===== src/rtl/fetch_pkg.sv =====
// -----------------------------------------------------------------------------
// fetch_pkg
// Shared types and constants for the fetch -> decode instruction buffer.
//   fetch_entry_t    : one buffered instruction {pc, instrux} at the default widths
//   fq_state_e       : occupancy-derived queue state (EMPTY / PARTIAL / FULL)
//   FQ_DEFAULT_DEPTH : default number of queue entries
//   NOP_INSTR        : canonical NOP encoding. It is reserved for future bubble
//                      insertion. Bubbles are currently presented as an all-zero word.
// -----------------------------------------------------------------------------
package fetch_pkg;

    localparam int FQ_DEFAULT_DEPTH = 4;
    localparam int FQ_PC_WIDTH      = 64;
    localparam int FQ_INSTR_WIDTH   = 32;

    localparam logic [FQ_INSTR_WIDTH-1:0] NOP_INSTR = 32'h0000_0013;

    typedef struct packed {
        logic [FQ_PC_WIDTH-1:0]    pc;
        logic [FQ_INSTR_WIDTH-1:0] instrux;
    } fetch_entry_t;

    typedef enum logic [1:0] {
        FQ_EMPTY   = 2'd0,
        FQ_PARTIAL = 2'd1,
        FQ_FULL    = 2'd2
    } fq_state_e;

endpackage


===== src/rtl/fetch_queue_ram.sv =====
// -----------------------------------------------------------------------------
// fetch_queue_ram
// DEPTH-entry register array. It has one synchronous write port and one
// asynchronous read port. Entry contents are not reset: the queue pointers
// alone decide which entries are live.
//   clk     : rising-edge clock
//   i_we    : write enable
//   i_waddr : write index
//   i_wdata : entry to store
//   i_raddr : read index
//   o_rdata : entry at i_raddr (combinational)
// -----------------------------------------------------------------------------
module fetch_queue_ram
    import fetch_pkg::*;
#(
    parameter int  DEPTH   = FQ_DEFAULT_DEPTH,
    parameter type entry_t = fetch_entry_t,
    localparam int AW      = $clog2(DEPTH)
) (
    input  logic          clk,
    input  logic          i_we,
    input  logic [AW-1:0] i_waddr,
    input  entry_t        i_wdata,
    input  logic [AW-1:0] i_raddr,
    output entry_t        o_rdata
);

    entry_t r_mem [DEPTH];

    always_ff @(posedge clk) begin
        if (i_we) begin
            r_mem[i_waddr] <= i_wdata;
        end
    end

    assign o_rdata = r_mem[i_raddr];

endmodule


===== src/rtl/fetch_queue.sv =====
// -----------------------------------------------------------------------------
// fetch_queue
// Instruction buffer between the fetch and decode stages. It absorbs icache
// latency jitter and decode back-pressure, and it delivers instructions in
// program order. A taken-branch flush discards every buffered entry.
//
// Optional build macro: FETCH_QUEUE_BYPASS_EN. When this macro is defined, an
// instruction that arrives at an empty queue is shown on the outputs in the
// same cycle. If decode is not stalled, that instruction is consumed there and
// never stored.
//
// Handshake: an entry transfers on the fetch side when in_valid && in_ready &&
// !flush at a rising edge. It transfers on the decode side when
// out_valid && !deq_stall && !flush. in_ready depends on registered state only.
// A full queue therefore refuses input even in a cycle where it is being
// drained.
//
// Ports
//   clk, reset          : clock; synchronous active-low reset
//   in_valid/in_pc/in_instrux/in_ready : fetch side
//   flush               : taken-branch redirect, drops all contents
//   deq_stall           : decode cannot consume this cycle
//   out_valid/out_pc/out_instrux       : decode side (zeros when not valid)
//   occupancy           : number of stored entries
//   o_dbg_state         : occupancy-derived state, exposed for observation
// -----------------------------------------------------------------------------
module fetch_queue
    import fetch_pkg::*;
#(
    parameter int DEPTH       = FQ_DEFAULT_DEPTH,
    parameter int PC_WIDTH    = 64,
    parameter int INSTR_WIDTH = 32
) (
    input  logic                     clk,
    input  logic                     reset,
    input  logic                     in_valid,
    input  logic [PC_WIDTH-1:0]      in_pc,
    input  logic [INSTR_WIDTH-1:0]   in_instrux,
    output logic                     in_ready,
    input  logic                     flush,
    input  logic                     deq_stall,
    output logic                     out_valid,
    output logic [PC_WIDTH-1:0]      out_pc,
    output logic [INSTR_WIDTH-1:0]   out_instrux,
    output logic [$clog2(DEPTH):0]   occupancy,
    output fq_state_e                o_dbg_state
);

    localparam int AW = $clog2(DEPTH);
    localparam int PW = AW + 1;

    typedef struct packed {
        logic [PC_WIDTH-1:0]    pc;
        logic [INSTR_WIDTH-1:0] instrux;
    } entry_t;

    logic [PW-1:0] r_rd_ptr;
    logic [PW-1:0] r_wr_ptr;
    fq_state_e     r_state;
    fq_state_e     w_state_next;
    logic [PW-1:0] w_occ_next;
    logic          w_empty;
    logic          w_full;
    logic          w_enq;
    logic          w_deq;
    entry_t        w_head;
    entry_t        w_wdata;

    // The MSB of each pointer is a wrap bit. Equal index bits mean the queue
    // is empty when the wrap bits match, and full when they differ.
    assign w_empty = (r_rd_ptr == r_wr_ptr);
    assign w_full  = (r_rd_ptr[AW-1:0] == r_wr_ptr[AW-1:0]) &&
                     (r_rd_ptr[AW] != r_wr_ptr[AW]);

    assign in_ready  = !w_full;
    assign occupancy = r_wr_ptr - r_rd_ptr;
    assign w_deq     = !w_empty && !deq_stall && !flush;

`ifdef FETCH_QUEUE_BYPASS_EN
    logic w_bypass;
    // The reset term stops a reset cycle from showing a bypassed instruction.
    assign w_bypass = w_empty && in_valid && !flush && reset;
    // A bypassed instruction that decode consumes immediately is not stored.
    assign w_enq    = in_valid && !w_full && !flush && !(w_bypass && !deq_stall);
`else
    assign w_enq    = in_valid && !w_full && !flush;
`endif

    assign w_wdata = '{pc: in_pc, instrux: in_instrux};

    fetch_queue_ram #(
        .DEPTH   (DEPTH),
        .entry_t (entry_t)
    ) u_ram (
        .clk     (clk),
        .i_we    (w_enq),
        .i_waddr (r_wr_ptr[AW-1:0]),
        .i_wdata (w_wdata),
        .i_raddr (r_rd_ptr[AW-1:0]),
        .o_rdata (w_head)
    );

    always_ff @(posedge clk) begin
        if (!reset) begin
            r_rd_ptr <= '0;
            r_wr_ptr <= '0;
        end else if (flush) begin
            r_rd_ptr <= '0;
            r_wr_ptr <= '0;
        end else begin
            if (w_enq) r_wr_ptr <= r_wr_ptr + PW'(1);
            if (w_deq) r_rd_ptr <= r_rd_ptr + PW'(1);
        end
    end

    // The state tracks occupancy. It is not used for control. It is kept as a
    // registered view so observers can follow queue-level transitions.
    always_ff @(posedge clk) begin
        if (!reset) r_state <= FQ_EMPTY;
        else        r_state <= w_state_next;
    end

    always_comb begin
        w_occ_next   = occupancy;
        w_state_next = FQ_PARTIAL;
        if (w_enq) w_occ_next = w_occ_next + PW'(1);
        if (w_deq) w_occ_next = w_occ_next - PW'(1);
        if (flush)                          w_state_next = FQ_EMPTY;
        else if (w_occ_next == '0)          w_state_next = FQ_EMPTY;
        else if (w_occ_next == PW'(DEPTH))  w_state_next = FQ_FULL;
    end

    assign o_dbg_state = r_state;

    always_comb begin
        out_valid   = !w_empty;
        out_pc      = '0;
        out_instrux = '0;
        if (!w_empty) begin
            out_pc      = w_head.pc;
            out_instrux = w_head.instrux;
        end
`ifdef FETCH_QUEUE_BYPASS_EN
        if (w_bypass) begin
            out_valid   = 1'b1;
            out_pc      = in_pc;
            out_instrux = in_instrux;
        end
`endif
    end

endmodule


===== config.mk =====
export PLATFORM = sky130hd
export DESIGN_NAME = fetch_queue
export DESIGN_NICKNAME = d
export VERILOG_FILES = /design/src/rtl/fetch_pkg.sv /design/src/rtl/fetch_queue_ram.sv /design/src/rtl/fetch_queue.sv
export SDC_FILE = /design/constraint.sdc
export NUM_CORES = 1
export LEC_CHECK = 0
export BUFFER_PORTS_ARGS = -buffer_cell sky130_fd_sc_hd__buf_2
export CAP_MARGIN = 20
export CORE_UTILIZATION = 55
export CTS_BUF_LIST = sky130_fd_sc_hd__clkbuf_4 sky130_fd_sc_hd__clkbuf_8
export DETAILED_ROUTE_END_ITERATION = 6
export PLACE_DENSITY_LB_ADDON = 0.15
export SYNTH_ARGS = -nofsm -noshare
export SYNTH_HDL_FRONTEND = slang
export SYNTH_SLANG_ARGS = --single-unit

===== constraint.sdc =====
create_clock -name clk -period 5.7 [get_ports clk]
set_clock_uncertainty 0.05 [all_clocks]
set_input_delay 0.855 -clock clk [delete_from_list [all_inputs] [get_ports clk]]
set_output_delay 0.855 -clock clk [all_outputs]
set_load 0.01 [all_outputs]

==> metrics list <==
- Result of the run: complete, no violations
* Largest family of logic cells by synthesized area: multiplexers
* Data required, critical path: 4800 ps
- Detailed routing inserted a total of between 7000 and 8000 vias.
- The tree is rooted in a sky130_fd_sc_hd__clkbuf_8.
- RSZ-0062 raised after global routing: false
- The number of max-slew violations in the final report came to 0.
* Number of enable flip-flop cells after synthesis: roughly 380
* Clock insertion delay at the later pin of the skew report: about 570 ps
- Data on the critical path arrives at its endpoint at around 3100 ps.
* Dominant register cell in the synthesized netlist: sky130_fd_sc_hd__edfxtp_1
* Hold Crit Class: input port to flip-flop
- In the global route stage, overall resource usage came out at 0.206.
- Worst vdd rail ir drop: approximately 220 uV
- Final weighted congestion in routability-driven placement: 0.806
- Number of clock sinks: roughly 390
- Chip Width: between 150 and 200 microns
- Critical-path cell list: inv_1 > ha_1 > nand2_1 > nor2_1 > inv_2 > buf_4 > and2_1 > buf_2
- Dividing total power by cell area gives a power density of 321 nW/um^2.
- Static timing analysis puts the maximum clock frequency at 0.249 GHz.
* Fraction of the mapped netlist area in compound gates: 0.00390
- Core area: between 20000 and 30000 sq um
* Residual overflow from global routing: 0
- Setup TNS: 0 ps
- Growth of design area from synthesis to finish: 17.3%
* Initial Util: 0.560
- The number of buffers and inverters on the critical path is 4.
- Entering global routing, the biggest net connects 73 pins.
- Total non-filler cell area in the finished layout: roughly 18000 sq um
- Across the run, the number of max-cap violations was 0.
- Arithmetic-cell share of the synthesized area counting full adders, half adders and majority gates: 0.00879
* Minimum clock period: about 4000 ps
- The worst setup path is launched from a flip-flop.
- Using the TritonRoute via totals, the vias-per-cell ratio works out to roughly 5.5.
- After the last flow step, the layout net total stands at roughly 1000.
- Placed cell areas: approximately 16000 sq um
* Setup Crit Path Kind: flip-flop to primary output
* HPWL reported at the end of detailed placement: approximately 16 mm
- Ranked by total cell area, the synthesized netlist is headed by sky130_fd_sc_hd__edfxtp_1 (76%), sky130_fd_sc_hd__mux4_2 (14%), sky130_fd_sc_hd__and2_1 (4.1%).
* Nets in the synthesized netlist: 790
- Cell Count Post-Placement: roughly 1200
* Top-Level Pins: between 200 and 250
- Buffer levels on the longest clock path: 3
- Synthesized area divided by synthesized cell count: 22.2 sq um
* Number of buffers created by CTS: 60
- For this block, the initial DRC count from the detailed router was about 470.
* First-pass GRT wire length: approximately 43 mm
* Initial antenna violation count: 8
- After synthesis, the share of cell area in mux cells is 0.144.
* Flip-flop and latch count after synthesis: slightly below 400
- Of all flip-flops after synthesis, the portion carrying an async set or reset was 0.
- Nature of the critical path endpoint: primary output
* Share of layout cells above drive strength 1: 0.425
- Measured on the finished design, the core utilization comes to 0.657.
- Registers take between 10000 and 15000 sq um.
- After clock tree synthesis, the flow added hold-fix buffers numbering 0.
- The H-tree was split into 2 levels.
* Number of standard cells in the layout, taps in and fillers out: 1319
- After clock tree synthesis, the clock-pin slew on the worst setup and hold paths is roughly 60 ps.
* Total area of multi-input combinational cells: 3190 sq um
- Core Rows: 60
* Slew at the pin with the worst max-slew slack: approximately 1000 ps
- On the critical path the largest part of the delay comes from buffers and inverters.
- Post-cts resize count: 0
* Overall die area: roughly 28000 sq um
- For this run, the slowest stage of the critical path takes 660 ps.
* Maximum net fanout on the critical path: 56
* Cell with the largest stage delay on the worst path: sky130_fd_sc_hd__inv_2
* Top cell type's share of synthesized area: 0.764
- Of the total synthesized cell area, the portion taken by XOR and XNOR cells is 0.00556.
- For this run, the detailed router's first-pass iteration total came to 5.
- Count of fill cells added during filler insertion: about 1800
- Number of distinct standard cells referenced by the synthesized netlist: 29
- Detail-routed net length per standard cell: roughly 21 microns
* Post-synthesis cell area: approximately 15000 sq um
- CTS tree: yes
- Number of global-route vias before repair: 7926
- Power consumption: between 5000 and 6000 uW
* I/O Buffers: a little over 200
* Post-CTS setup repair buffer count: 0
- The count of nets left with antenna violations once routing finished came out at 0.
- The number of hold violations in the final report is 0.
- Wires add up to 28.0 mm.
- DRC violations left: 0
- Cell count after synthesis: between 600 and 700
* Worst relative slew slack: 0.309
- Of the total synthesized cell area, the portion taken by AND, OR, NAND and NOR gates is 0.0481.
- Most frequent cells after synthesis: sky130_fd_sc_hd__edfxtp_1 (384), sky130_fd_sc_hd__and2_1 (100), sky130_fd_sc_hd__mux4_2 (96)
* Final period utilization: 0.704
- Dominant cell by count in the synthesized netlist: sky130_fd_sc_hd__edfxtp_1
- Die boundary height: roughly 170 microns
- Leading area contributor after synthesis: sky130_fd_sc_hd__edfxtp_1
* Seq/Total Area, Yosys: 0.777
- Total setup violations reported at the end of the flow: 0
- In this run the static leakage power is between 0.006 and 0.007 uW.
- Yosys warnings: 0
-- worst paths after layout --
check | from | end | cells after the start | slack (ps)
min | in_instrux[22] | u_ram.r_mem[1][22] | 1 | 440
max | r_wr_ptr[0] | out_instrux[30] | 8 | 1690
max reg2reg | r_wr_ptr[0] | u_ram.r_mem[2][8] | 6 | 2430
min reg2reg | r_rd_ptr[1] | flip-flop | 2 | 510
-- routing by layer --
| metal | routed length (microns) | up-vias | global-route usage |
|---|---|---|---|
| li1 | - | 3257 | - |
| met1 | 11200 | 3710 | 0.263 |
| met2 | 14200 | 254 | 0.350 |
| met3 | 1970 | 63 | 0.0511 |
| met4 | 648 | 4 | 0.0690 |
| met5 | 23 | - | 0 |
-- layout make-up --
type | instances | area share
Sequential cell | 394 | 0.663
Multi-Input combinational cell | 245 | 0.180
Tap cell | 341 | 0.0241
Timing Repair Buffer | 216 | 0.0641
Clock inverter | 28 | 0.00947
Antenna cell | 5 | 0.000707
Inverter | 7 | 0.00148
Clock buffer | 83 | 0.0568
-- sequential cells by signal (all words and copies together), names as in the netlist, named ones only --
name	count
o_dbg_state	2
r_rd_ptr	3
r_wr_ptr	3
u_ram.r_mem	384
-- worst register-to-register path: stages (launching register included) --
cell and delay, ps:
sky130_fd_sc_hd__dfxtp_1 400, sky130_fd_sc_hd__inv_1 110, sky130_fd_sc_hd__ha_1 360, sky130_fd_sc_hd__nand2_1 110, sky130_fd_sc_hd__o211a_1 380, sky130_fd_sc_hd__and2_4 870, sky130_fd_sc_hd__buf_4 620
-- kinds of logic (layout without fill, tap and decap cells) --
group,Yosys count,after routing
flops,394,394
simple gates,122,122
mux,97,97
buf+inv,40,334
fa+ha+maj,10,10
compound gates,8,8
xor+xnor,8,8
other cells,0,5
-- power breakdown --
part           total (uW)  leakage, uW  internal, uW  switching, uW
clock                2230     0.000619          1220           1000
sequential           3240      0.00357          3220           12.2
combinational         218      0.00201          98.2            120
-- metrics by stage --
step	hold slack, ps	worst slack [ps]
after global placement	486	2320
after CTS	396	1590
final	441	1690
after detailed placement	498	2240
after floorplan	471	1720
after global routing	399	1340
-- placed cells by master, fill, tap and decap left out --
cell type and count:
sky130_fd_sc_hd__ha_1 9, sky130_fd_sc_hd__nand2_1 6, sky130_fd_sc_hd__xor2_1 2, sky130_fd_sc_hd__mux4_2 96, sky130_fd_sc_hd__clkinv_1 20, sky130_fd_sc_hd__and2_1 96, sky130_fd_sc_hd__dfxtp_4 2, sky130_fd_sc_hd__nor2_1 10
sky130_fd_sc_hd__diode_2 5, sky130_fd_sc_hd__nand3_1 1, sky130_fd_sc_hd__a311oi_1 1, sky130_fd_sc_hd__buf_2 203, sky130_fd_sc_hd__a2bb2oi_2 1, sky130_fd_sc_hd__nor2b_1 1, sky130_fd_sc_hd__clkbuf_8 61, sky130_fd_sc_hd__buf_4 12
sky130_fd_sc_hd__o21ai_0 1, sky130_fd_sc_hd__nand2_2 1, sky130_fd_sc_hd__o211a_1 1, sky130_fd_sc_hd__clkinv_2 5, sky130_fd_sc_hd__nor3_1 1, sky130_fd_sc_hd__nand3b_1 1, sky130_fd_sc_hd__edfxtp_1 384, sky130_fd_sc_hd__buf_16 1
sky130_fd_sc_hd__bufinv_16 2, sky130_fd_sc_hd__and2_4 4, sky130_fd_sc_hd__clkinvlp_4 1, sky130_fd_sc_hd__inv_2 1, sky130_fd_sc_hd__mux2i_2 1, sky130_fd_sc_hd__xnor2_1 5, sky130_fd_sc_hd__inv_1 6, sky130_fd_sc_hd__dfxtp_1 8
sky130_fd_sc_hd__nor3_2 1, sky130_fd_sc_hd__fa_1 1, sky130_fd_sc_hd__clkbuf_4 22, sky130_fd_sc_hd__xnor3_1 1, sky130_fd_sc_hd__a21oi_1 4
Note: power is estimated with default switching activity, not from simulation.
